<file path="src/rtl/cv32e40p_apu_share.sv">
// Shares one clock-gated APU/FPU among NUM_CORES cores.
// Handles round-robin arbitration, in-order result return and the FPU clock gate.
//
// Ports:
//   clk_i, rst_i           clock and asynchronous active-high reset
//   core_req_i/gnt_o       per-core request and grant (grant one-hot or zero)
//   core_operands_i/op_i/flags_i   per-core request payload
//   core_rvalid_o          per-core result valid (one-hot or zero)
//   core_result_o/rflags_o result and flags, broadcast to every core
//   apu_req_o/gnt_i        FPU request handshake
//   apu_operands_o/op_o/flags_o    payload of the current winner
//   apu_rvalid_i/result_i/rflags_i FPU response, in issue order
//   apu_clk_en_o           FPU clock-gate enable
//   busy_o                 operations are in flight
//   err_o                  sticky: a response arrived with nothing in flight
//   stat_grant_o           per-core grant counters
//
// Build option: define CV32E40P_APU_SHARE_STATS_EN to build saturating
// 32-bit grant counters. Without it stat_grant_o is tied to zero.

module cv32e40p_apu_share #(
  parameter int unsigned NUM_CORES       = 2,
  parameter int unsigned NARGS           = 3,
  parameter int unsigned WOP             = 6,
  parameter int unsigned NDSFLAGS        = 15,
  parameter int unsigned NUSFLAGS        = 5,
  parameter int unsigned MAX_OUTSTANDING = 4,
  parameter int unsigned CG_HOLD         = 2
) (
  input  logic                                  clk_i,
  input  logic                                  rst_i,
  input  logic [NUM_CORES-1:0]                  core_req_i,
  output logic [NUM_CORES-1:0]                  core_gnt_o,
  input  logic [NUM_CORES-1:0][NARGS-1:0][31:0] core_operands_i,
  input  logic [NUM_CORES-1:0][WOP-1:0]         core_op_i,
  input  logic [NUM_CORES-1:0][NDSFLAGS-1:0]    core_flags_i,
  output logic [NUM_CORES-1:0]                  core_rvalid_o,
  output logic [NUM_CORES-1:0][31:0]           core_result_o,
  output logic [NUM_CORES-1:0][NUSFLAGS-1:0]    core_rflags_o,
  output logic                                  apu_req_o,
  input  logic                                  apu_gnt_i,
  output logic [NARGS-1:0][31:0]                apu_operands_o,
  output logic [WOP-1:0]                        apu_op_o,
  output logic [NDSFLAGS-1:0]                   apu_flags_o,
  input  logic                                  apu_rvalid_i,
  input  logic [31:0]                           apu_result_i,
  input  logic [NUSFLAGS-1:0]                   apu_rflags_i,
  output logic                                  apu_clk_en_o,
  output logic                                  busy_o,
  output logic                                  err_o,
  output logic [NUM_CORES-1:0][31:0]            stat_grant_o
);

  localparam int unsigned IW = $clog2(NUM_CORES);
  localparam int unsigned PW =
    (MAX_OUTSTANDING > 1) ? $clog2(MAX_OUTSTANDING) : 1;
  localparam int unsigned CW = $clog2(MAX_OUTSTANDING + 1);

  localparam logic [IW-1:0] LAST_CORE = IW'(NUM_CORES - 1);
  localparam logic [PW-1:0] LAST_SLOT = PW'(MAX_OUTSTANDING - 1);
  localparam logic [CW-1:0] FULL_CNT  = CW'(MAX_OUTSTANDING);
  localparam logic [3:0]    HOLD_INIT = 4'(CG_HOLD);

  logic [IW-1:0] rr_q;
  logic [IW-1:0] win;
  logic [IW-1:0] cand;
  logic          found;

  logic [IW-1:0] fifo_q [MAX_OUTSTANDING];
  logic [PW-1:0] wr_ptr_q;
  logic [PW-1:0] rd_ptr_q;
  logic [CW-1:0] cnt_q;
  logic [3:0]    hold_q;
  logic          err_q;

  logic any_req;
  logic full;
  logic empty;
  logic fire;
  logic pop;
  logic [IW-1:0] head;

  // Scan from rr_q upward, wrapping, for the first requester.
  always_comb begin
    win   = rr_q;
    cand  = rr_q;
    found = 1'b0;
    for (int unsigned k = 0; k < NUM_CORES; k++) begin
      cand = IW'((32'(rr_q) + k) % NUM_CORES);
      if (!found && core_req_i[cand]) begin
        win   = cand;
        found = 1'b1;
      end
    end
  end

  assign any_req = |core_req_i;
  assign full    = (cnt_q == FULL_CNT);
  assign empty   = (cnt_q == '0);

  // Full blocks the grant even when a pop frees a slot this cycle,
  // keeping the request path independent of the response path.
  assign apu_req_o = any_req && !full;
  assign fire      = apu_req_o && apu_gnt_i;
  assign pop       = apu_rvalid_i && !empty;
  assign head      = fifo_q[rd_ptr_q];

  assign apu_operands_o = core_operands_i[win];
  assign apu_op_o       = core_op_i[win];
  assign apu_flags_o    = core_flags_i[win];

  always_comb begin
    core_gnt_o = '0;
    if (fire) core_gnt_o[win] = 1'b1;
  end

  always_comb begin
    core_rvalid_o = '0;
    if (pop) core_rvalid_o[head] = 1'b1;
  end

  for (genvar i = 0; i < NUM_CORES; i++) begin : g_bcast
    assign core_result_o[i] = apu_result_i;
    assign core_rflags_o[i] = apu_rflags_i;
  end

  assign busy_o       = !empty;
  assign err_o        = err_q;
  assign apu_clk_en_o = any_req || busy_o || (hold_q != '0);

  // Tag storage needs no reset: entries are only read while counted.
  always_ff @(posedge clk_i) begin
    if (fire) fifo_q[wr_ptr_q] <= win;
  end

  always_ff @(posedge clk_i or posedge rst_i) begin
    if (rst_i) begin
      rr_q     <= '0;
      wr_ptr_q <= '0;
      rd_ptr_q <= '0;
      cnt_q    <= '0;
      hold_q   <= '0;
      err_q    <= 1'b0;
    end else begin
      if (fire) begin
        wr_ptr_q <= (wr_ptr_q == LAST_SLOT) ? '0 : wr_ptr_q + PW'(1);
        rr_q     <= (win == LAST_CORE) ? '0 : win + IW'(1);
      end
      if (pop) begin
        rd_ptr_q <= (rd_ptr_q == LAST_SLOT) ? '0 : rd_ptr_q + PW'(1);
      end
      if (fire && !pop) cnt_q <= cnt_q + CW'(1);
      else if (!fire && pop) cnt_q <= cnt_q - CW'(1);
      if (apu_rvalid_i && empty) err_q <= 1'b1;
      if (any_req || busy_o) hold_q <= HOLD_INIT;
      else if (hold_q != '0) hold_q <= hold_q - 4'd1;
    end
  end

`ifdef CV32E40P_APU_SHARE_STATS_EN
  logic [NUM_CORES-1:0][31:0] stat_q;

  always_ff @(posedge clk_i or posedge rst_i) begin
    if (rst_i) begin
      stat_q <= '0;
    end else begin
      for (int unsigned i = 0; i < NUM_CORES; i++) begin
        if (core_gnt_o[i] && (stat_q[i] != 32'hFFFF_FFFF))
          stat_q[i] <= stat_q[i] + 32'd1;
      end
    end
  end

  assign stat_grant_o = stat_q;
`else
  assign stat_grant_o = '0;
`endif

endmodule
</file>
<file path="config.mk">
export PLATFORM = sky130hd
export DESIGN_NAME = cv32e40p_apu_share
export DESIGN_NICKNAME = d
export VERILOG_FILES = /design/src/rtl/cv32e40p_apu_share.sv
export SDC_FILE = /design/constraint.sdc
export NUM_CORES = 1
export LEC_CHECK = 0
export CAP_MARGIN = 40
export CORE_AREA = 2 2 209 211
export DETAILED_ROUTE_END_ITERATION = 8
export DIE_AREA = 0 0 211 213
export HOLD_SLACK_MARGIN = 0.06
export SLEW_MARGIN = 30
export SYNTH_ARGS = -nofsm -noshare
export SYNTH_HDL_FRONTEND = slang
export SYNTH_SLANG_ARGS = --single-unit
</file>
<file path="constraint.sdc">
create_clock -name clk_i -period 2.7 [get_ports clk_i]
set_input_delay 0.675 -clock clk_i [delete_from_list [all_inputs] [get_ports clk_i]]
set_output_delay 0.675 -clock clk_i [all_outputs]
set_load 0.005 [all_outputs]
</file>
==> results of run 1 <==
## logic make-up (layout without fill, tap and decap cells)
group                      count (synthesis)  after routing  synth area share [%]
AOI/OAI and AO/OA                          6              6                  1.05
xor gates and xnor gates                   4              4                 0.946
adders and majority gates                 10             10                  3.55
buffers and inverters                    160            419                  32.3
DFF                                       17             17                  12.0
muxes                                    125            125                  46.4
other                                      1             67                 0.101
and+or+nand+nor                           27             27                  3.65
## cell usage after synthesis (all sizes together), types with 2 or more instances
| library cell | count | area share [%] |
|---|---|---|
| mux2 | 122 | 45 |
| buf | 151 | 31 |
| a21oi | 3 | 0.51 |
| and2 | 5 | 0.84 |
| edfxtp | 4 | 3.2 |
| ha | 8 | 2.7 |
| xnor2 | 2 | 0.47 |
| dfrtp | 13 | 8.8 |
| nand2b | 2 | 0.34 |
| nand2 | 4 | 0.41 |
| mux2i | 2 | 0.54 |
| nor2 | 9 | 0.91 |
| xor2 | 2 | 0.47 |
| nor3 | 3 | 0.41 |
| inv | 9 | 0.91 |
## timing repair
item | 4_1_cts | 5_1_grt
gates cloned | 8 | 0
resized for setup | 526 | 48
pin swaps | 1 | 1
setup buffers | 15 | 2
endpoints found under the setup margin | 121 | 101
## power groups by stage
stage | Combinational (mW) | Sequential, mW | Clock, mW
4_1_cts | 3.31 | 0.445 | 0.301
6_report | 3.30 | 0.442 | 0.293
5_1_grt | 3.53 | 0.457 | 0.312
3_5_place_dp | 2.73 | 0.448 | 0
2_1_floorplan | 1.48 | 0.424 | 0
3_3_place_gp | 2.70 | 0.442 | 0
## cell type report
class | instances | area, sq um
Fill cell | 4717 | 34900
Inverter | 9 | 33.8
Tap cell | 546 | 683
Clock inverter | 1 | 5.00
Timing Repair Buffer | 406 | 4210
Antenna cell | 3 | 7.51
Sequential cell | 17 | 445
Multi-Input combinational cell | 236 | 2330
Clock buffer | 3 | 75.1
## metal layers
layer | up-vias | share of wire, % | global-route usage, %
li1 | 1632 | - | -
met1 | 1589 | 38 | 9.21
met2 | 313 | 50 | 14.5
met3 | 17 | 11 | 3.16
met4 | 0 | 1.3 | 1.41
met5 | - | 0 | 0
## registers in the layout, indices dropped and copies added, names as in the netlist
signal and flops:
rr_q 1, cnt_q 3, wr_ptr_q 2, hold_q 4
err_o 1, rd_ptr_q 2, fifo_q 4
## worst max-delay path: stages
cell and delay [ns]:
buf_8 0.10, maj3_4 0.37, buf_12 0.15, buf_12 0.14
buf_12 0.13, buf_16 0.14, mux2_4 0.30, buf_6 0.12
## metrics by stage
| step | hold slack, ns | instance area (sq um) | setup TNS (ns) | utilization (%) | instances |
|---|---|---|---|---|---|
| global placement | 0.452 | 7300 | -77.92 | 17.1 | 1191 |
| CTS | 0.481 | 7770 | -7.05 | 18.2 | 1218 |
| floorplan | 0.451 | 3940 | 0 | - | 413 |
| finish | 0.475 | 7790 | -4.23 | 18.3 | 1221 |
| detailed placement | 0.464 | 7300 | -76.70 | 17.1 | 1191 |
| global route | 0.510 | 7790 | -6.84 | 18.3 | 1220 |
## placed cells by master, fill, tap and decap left out, types with 4 or more instances in the layout
cell | synthesis | routed
clkdlybuf4s50_1 | 0 | 242
mux2_4 | 80 | 89
buf_6 | 10 | 75
conb_1 | 1 | 64
mux2_2 | 36 | 33
buf_2 | 3 | 26
clkbuf_2 | 0 | 19
dfrtp_1 | 13 | 13
buf_12 | 0 | 12
buf_4 | 138 | 10
nor2_1 | 9 | 9
buf_8 | 0 | 9
inv_1 | 8 | 8
ha_1 | 8 | 8
buf_16 | 0 | 8
and2_1 | 5 | 5
nand2_1 | 4 | 4
edfxtp_1 | 4 | 4
clkdlybuf4s15_1 | 0 | 4
## worst paths after layout
check / startpoint / end / slack (ns)
max: core_req_i[1] / apu_operands_o[20] / -0.12
min in group asynchronous: rst_i / err_o$_DFFE_PP0P_ / 0.77
min reg2reg: err_o$_DFFE_PP0P_ / err_o$_DFFE_PP0P_ / 0.48
max in group asynchronous: rst_i / cnt_q[1]$_DFFE_PP0P_ / 1.58
max reg2reg: cnt_q[2]$_DFFE_PP0P_ / cnt_q[2]$_DFFE_PP0P_ / 0.53
min: err_o$_DFFE_PP0P_ / err_o$_DFFE_PP0P_ / 0.48
==> results.cfg, run 1 <==
[yosys]
synthCells = 350
synth.yosys.warnings = 0
synth_seq_cells = 17
synthArstFlopShare_pct = 76.5
ys_types = 32
ys.flop_type = dfrtp_1
synth_edf_count = 4
synthesis.area_sq_um = 3700
avgSynthCellArea_sq_um = 10.6
ys_seq_area_share_pct = 12.0

[clock_tree]
cts_root_buf = clkbuf_16
cts_sinks = 17
cts_hold_buf = 0
clkLatencyLatePin_ns = 0.25
cts_buffers = 3
clockBufferDepth = 2
htree_levels = 1
cts.clk_slew.worst_paths_ns = 0.05
cts_tree = yes

[min_path]
holdPathStages = 1
hold_path.class = flip-flop to flip-flop

[grt]
grt_max_degree = 14
grt_pass1_vias = 3539
antenna_found_initial = 5
grt_use_total_pct = 8.11
grt_pass1_wl_mm = 25.7
overflow = 0

[placement]
hpwl_mm = 16.7
dp_slack_ns = -0.731
gp_congestion = 0.724
portBuffers = 364

[floorplan]
start_util_pct = 8.67
die-area_sq_um = 44900
ioPinCount = 540
core_area_sq_um = 42700
die_height_um = 213
std_cell_rows = 76
die_width_um = 211

[sta]
hold_viol_final = 0
tightest_slew_ns = 0.536
worst_slack_ns = -0.118
rsz0062_at_grt = yes
report.final.setup_viol = 55
slew_headroom_pct = 64.2
timing.fmax_ghz = 0.355
final.period_utilization_pct = 104
finalClockSkew_ns = 0.00272
drv_slew = 0
fin_crit_ns = 2.82

[pwr]
p_clk_share_pct = 7.3
p_switching_mw = 1.32
comb_power_share_pct = 81.8
powerDensity_nw_per_um2 = 518
power_mw = 4.04
leakage_nw = 3.44
p_sw_share_pct = 32.7
internal_power_mw = 2.72
seq_power_share_pct = 10.9
irDropWorstVdd_mv = 0.348

[detailed_routing]
finalWirelength_mm = 20.7
routedWlPerCell_um = 17.0
drc = 0
vias = 3551
antenna_left = 0
avgViaCountPerCell = 2.91
first_pass_iters = 4
detail_route.iter0.violations = 84

[setup_path]
worstSetupPathType = primary input to output port
critPathMaxFanout = 7
endpoint_kind = output port
reg2reg_depth = 9
cp_data_arrival_time_ns = 2.14
crit_path_start_kind = primary input
critPathRequiredTime_ns = 2.03

[cells_and_area]
area_growth_pct = 110
final_layout_size_suffix_gt1_share_pct = 43.0
nNetsFinal = 959

[outcome]
violations = negative setup slack
status = finished, violations left

[job]
maxCapViolations = 0
Power figures use the tool's default switching activity.
==> inputs of run 2 (changes only) <==
CORE_AREA = 2 2 211 213   (was 2 2 209 211)
CTS_BUF_LIST = sky130_fd_sc_hd__clkbuf_8   (was not set)
DIE_AREA = 0 0 213 215   (was 0 0 211 213)
==> results.cfg, run 2 (synthesized netlist as in run 1, its figures left out) <==
[outcome]
violations = negative setup slack
status = finished, violations left

[pwr]
internal_power_mw = 2.24
p_sw_share_pct = 34.3
p_clk_share_pct = 5.6
p_switching_mw = 1.17
leakage_nw = 3.28
powerDensity_nw_per_um2 = 459
seq_power_share_pct = 12.9
comb_power_share_pct = 81.5
irDropWorstVdd_mv = 0.345

[floorplan]
die-area_sq_um = 45800
die_width_um = 213
core_area_sq_um = 43600
die_height_um = 215
ioPinCount = 540
std_cell_rows = 77
start_util_pct = 8.49

[cells_and_area]
diodes = 0
fill_cells = 4897
top_regs = fifo_q (4), hold_q (4), cnt_q (3)
mostFrequentLayoutCell = clkdlybuf4s50_1
area_growth_pct = 101
seqCellArea_sq_um = 445
final_layout_size_suffix_gt1_share_pct = 32.5
multi_input_area_sq_um = 2330
nNetsFinal = 951
final_cell_mix = clkdlybuf4s50_1 (244), mux2_4 (84), conb_1 (64)
final_util_pct = 17.0

[sta]
finalClockSkew_ns = 0.00378
report.final.setup_viol = 31
slew_headroom_pct = 64.5
finalHoldWorstSlack_ns = 0.466
drv_slew = 0
timing.fmax_ghz = 0.345
fin_crit_ns = 2.90
worst_slack_ns = -0.196
final.period_utilization_pct = 107
tightest_slew_ns = 0.532
hold_viol_final = 0
rsz0062_at_grt = yes

[placement]
hpwl_mm = 14.6
portBuffers = 364
gp_congestion = 0.750

[detailed_routing]
vias = 3487
first_pass_iters = 4
avgViaCountPerCell = 2.78
drc = 0
routedWlPerCell_um = 13.8
antenna_left = 0
finalWirelength_mm = 17.4
detail_route.iter0.violations = 31

[setup_path]
critPathTopFamily = buffers and inverters
crit_chain = buf_6 > maj3_4 > buf_16 > mux2_2 > clkdlybuf4s50_1
critPathMaxFanout = 27
worstSetupPathType = primary input to output port
path_buf_inv = 3
slowest_stage = clkdlybuf4s50_1
max_stage_delay_ns = 0.51
endpoint_kind = output port
critPathRequiredTime_ns = 2.03
crit_path_start_kind = primary input
cp_data_arrival_time_ns = 2.22

[grt]
grt_use_total_pct = 6.76
overflow = 0
grt_max_degree = 28
grt_pass1_vias = 3647
grt_pass1_wl_mm = 22.9
antenna_found_initial = 1

[clock_tree]
htree_levels = 1
cts_hold_buf = 0
cts.clk_slew.worst_paths_ns = 0.07
clockBufferDepth = 2
cts_buffers = 3
cts_sinks = 17
cts_root_buf = clkbuf_8
cts_tree = yes
clkLatencyLatePin_ns = 0.25

[min_path]
hold_path.class = flip-flop to flip-flop

[job]
maxCapViolations = 0
run 2: power groups by stage:
stage | sequential, mW | clock [mW] | combinational (mW)
floorplan | 0.424 | 0 | 1.48
global placement | 0.436 | 0 | 2.73
detailed placement | 0.439 | 0 | 2.75
CTS | 0.436 | 0.195 | 2.80
global route | 0.456 | 0.207 | 3.00
finish | 0.438 | 0.191 | 2.78
run 2: worst reg2reg max path, stage by stage, from the launching register on:
cell and delay [ns]:
dfrtp_1 0.43, nor3_2 0.26, inv_1 0.13, nand2_1 0.12, buf_4 0.13, ha_1 0.15, inv_1 0.05, fa_1 0.37
xor2_1 0.17, nor2_1 0.12, xor2_1 0.16
run 2: layout make-up:
cell class	count	share of cell area [%]
clock inverters	1	0.0674
repair buffers	398	51.6
multi-input cells	236	31.3
flip-flops and latches	17	6.00
clock buffers	3	0.556
inverters	9	0.455
well taps	592	9.97
run 2: routing by layer:
layer  share of wire, %  track usage [%]
met5                  0                0
met4               0.26            0.490
met3                 15             2.82
met2                 46             11.9
met1                 39             7.91
run 2: path summary, 6_finish.rpt:
path                                 startpoint                    end  slack, ns  cells after the start
min reg2reg                   err_o$_DFFE_PP0P_      err_o$_DFFE_PP0P_       0.47                      1
max                               core_req_i[1]        apu_flags_o[11]      -0.20                      5
max reg2reg                cnt_q[2]$_DFFE_PP0P_   cnt_q[2]$_DFFE_PP0P_       0.53                     10
min in group asynchronous                 rst_i      err_o$_DFFE_PP0P_       0.76                      2
max in group asynchronous                 rst_i  hold_q[0]$_DFFE_PP0P_       1.59                      2
min                           err_o$_DFFE_PP0P_      err_o$_DFFE_PP0P_       0.47                      1
run 2: timing repair:
item                                    CTS  global route
cloned                                    3             1
buffers inserted                          8             3
resized for setup                       199            93
pin swaps                                 0             0
endpoints found under the setup margin  121           106
run 2: per-stage QoR:
| step | instances | setup TNS (ns) | power (mW) | worst slack, ns | area (sq um) |
|---|---|---|---|---|---|
| floorplan | 413 | 0 | 1.90 | 0.416 | 3940 |
| global placement | 1237 | -75.08 | 3.16 | -0.763 | 7360 |
| detailed placement | 1237 | -75.55 | 3.19 | -0.757 | 7360 |
| CTS | 1252 | -6.37 | 3.43 | -0.252 | 7490 |
| global route | 1256 | -2.02 | 3.66 | -0.212 | 7430 |
| finish | 1256 | -1.14 | 3.41 | -0.196 | 7430 |
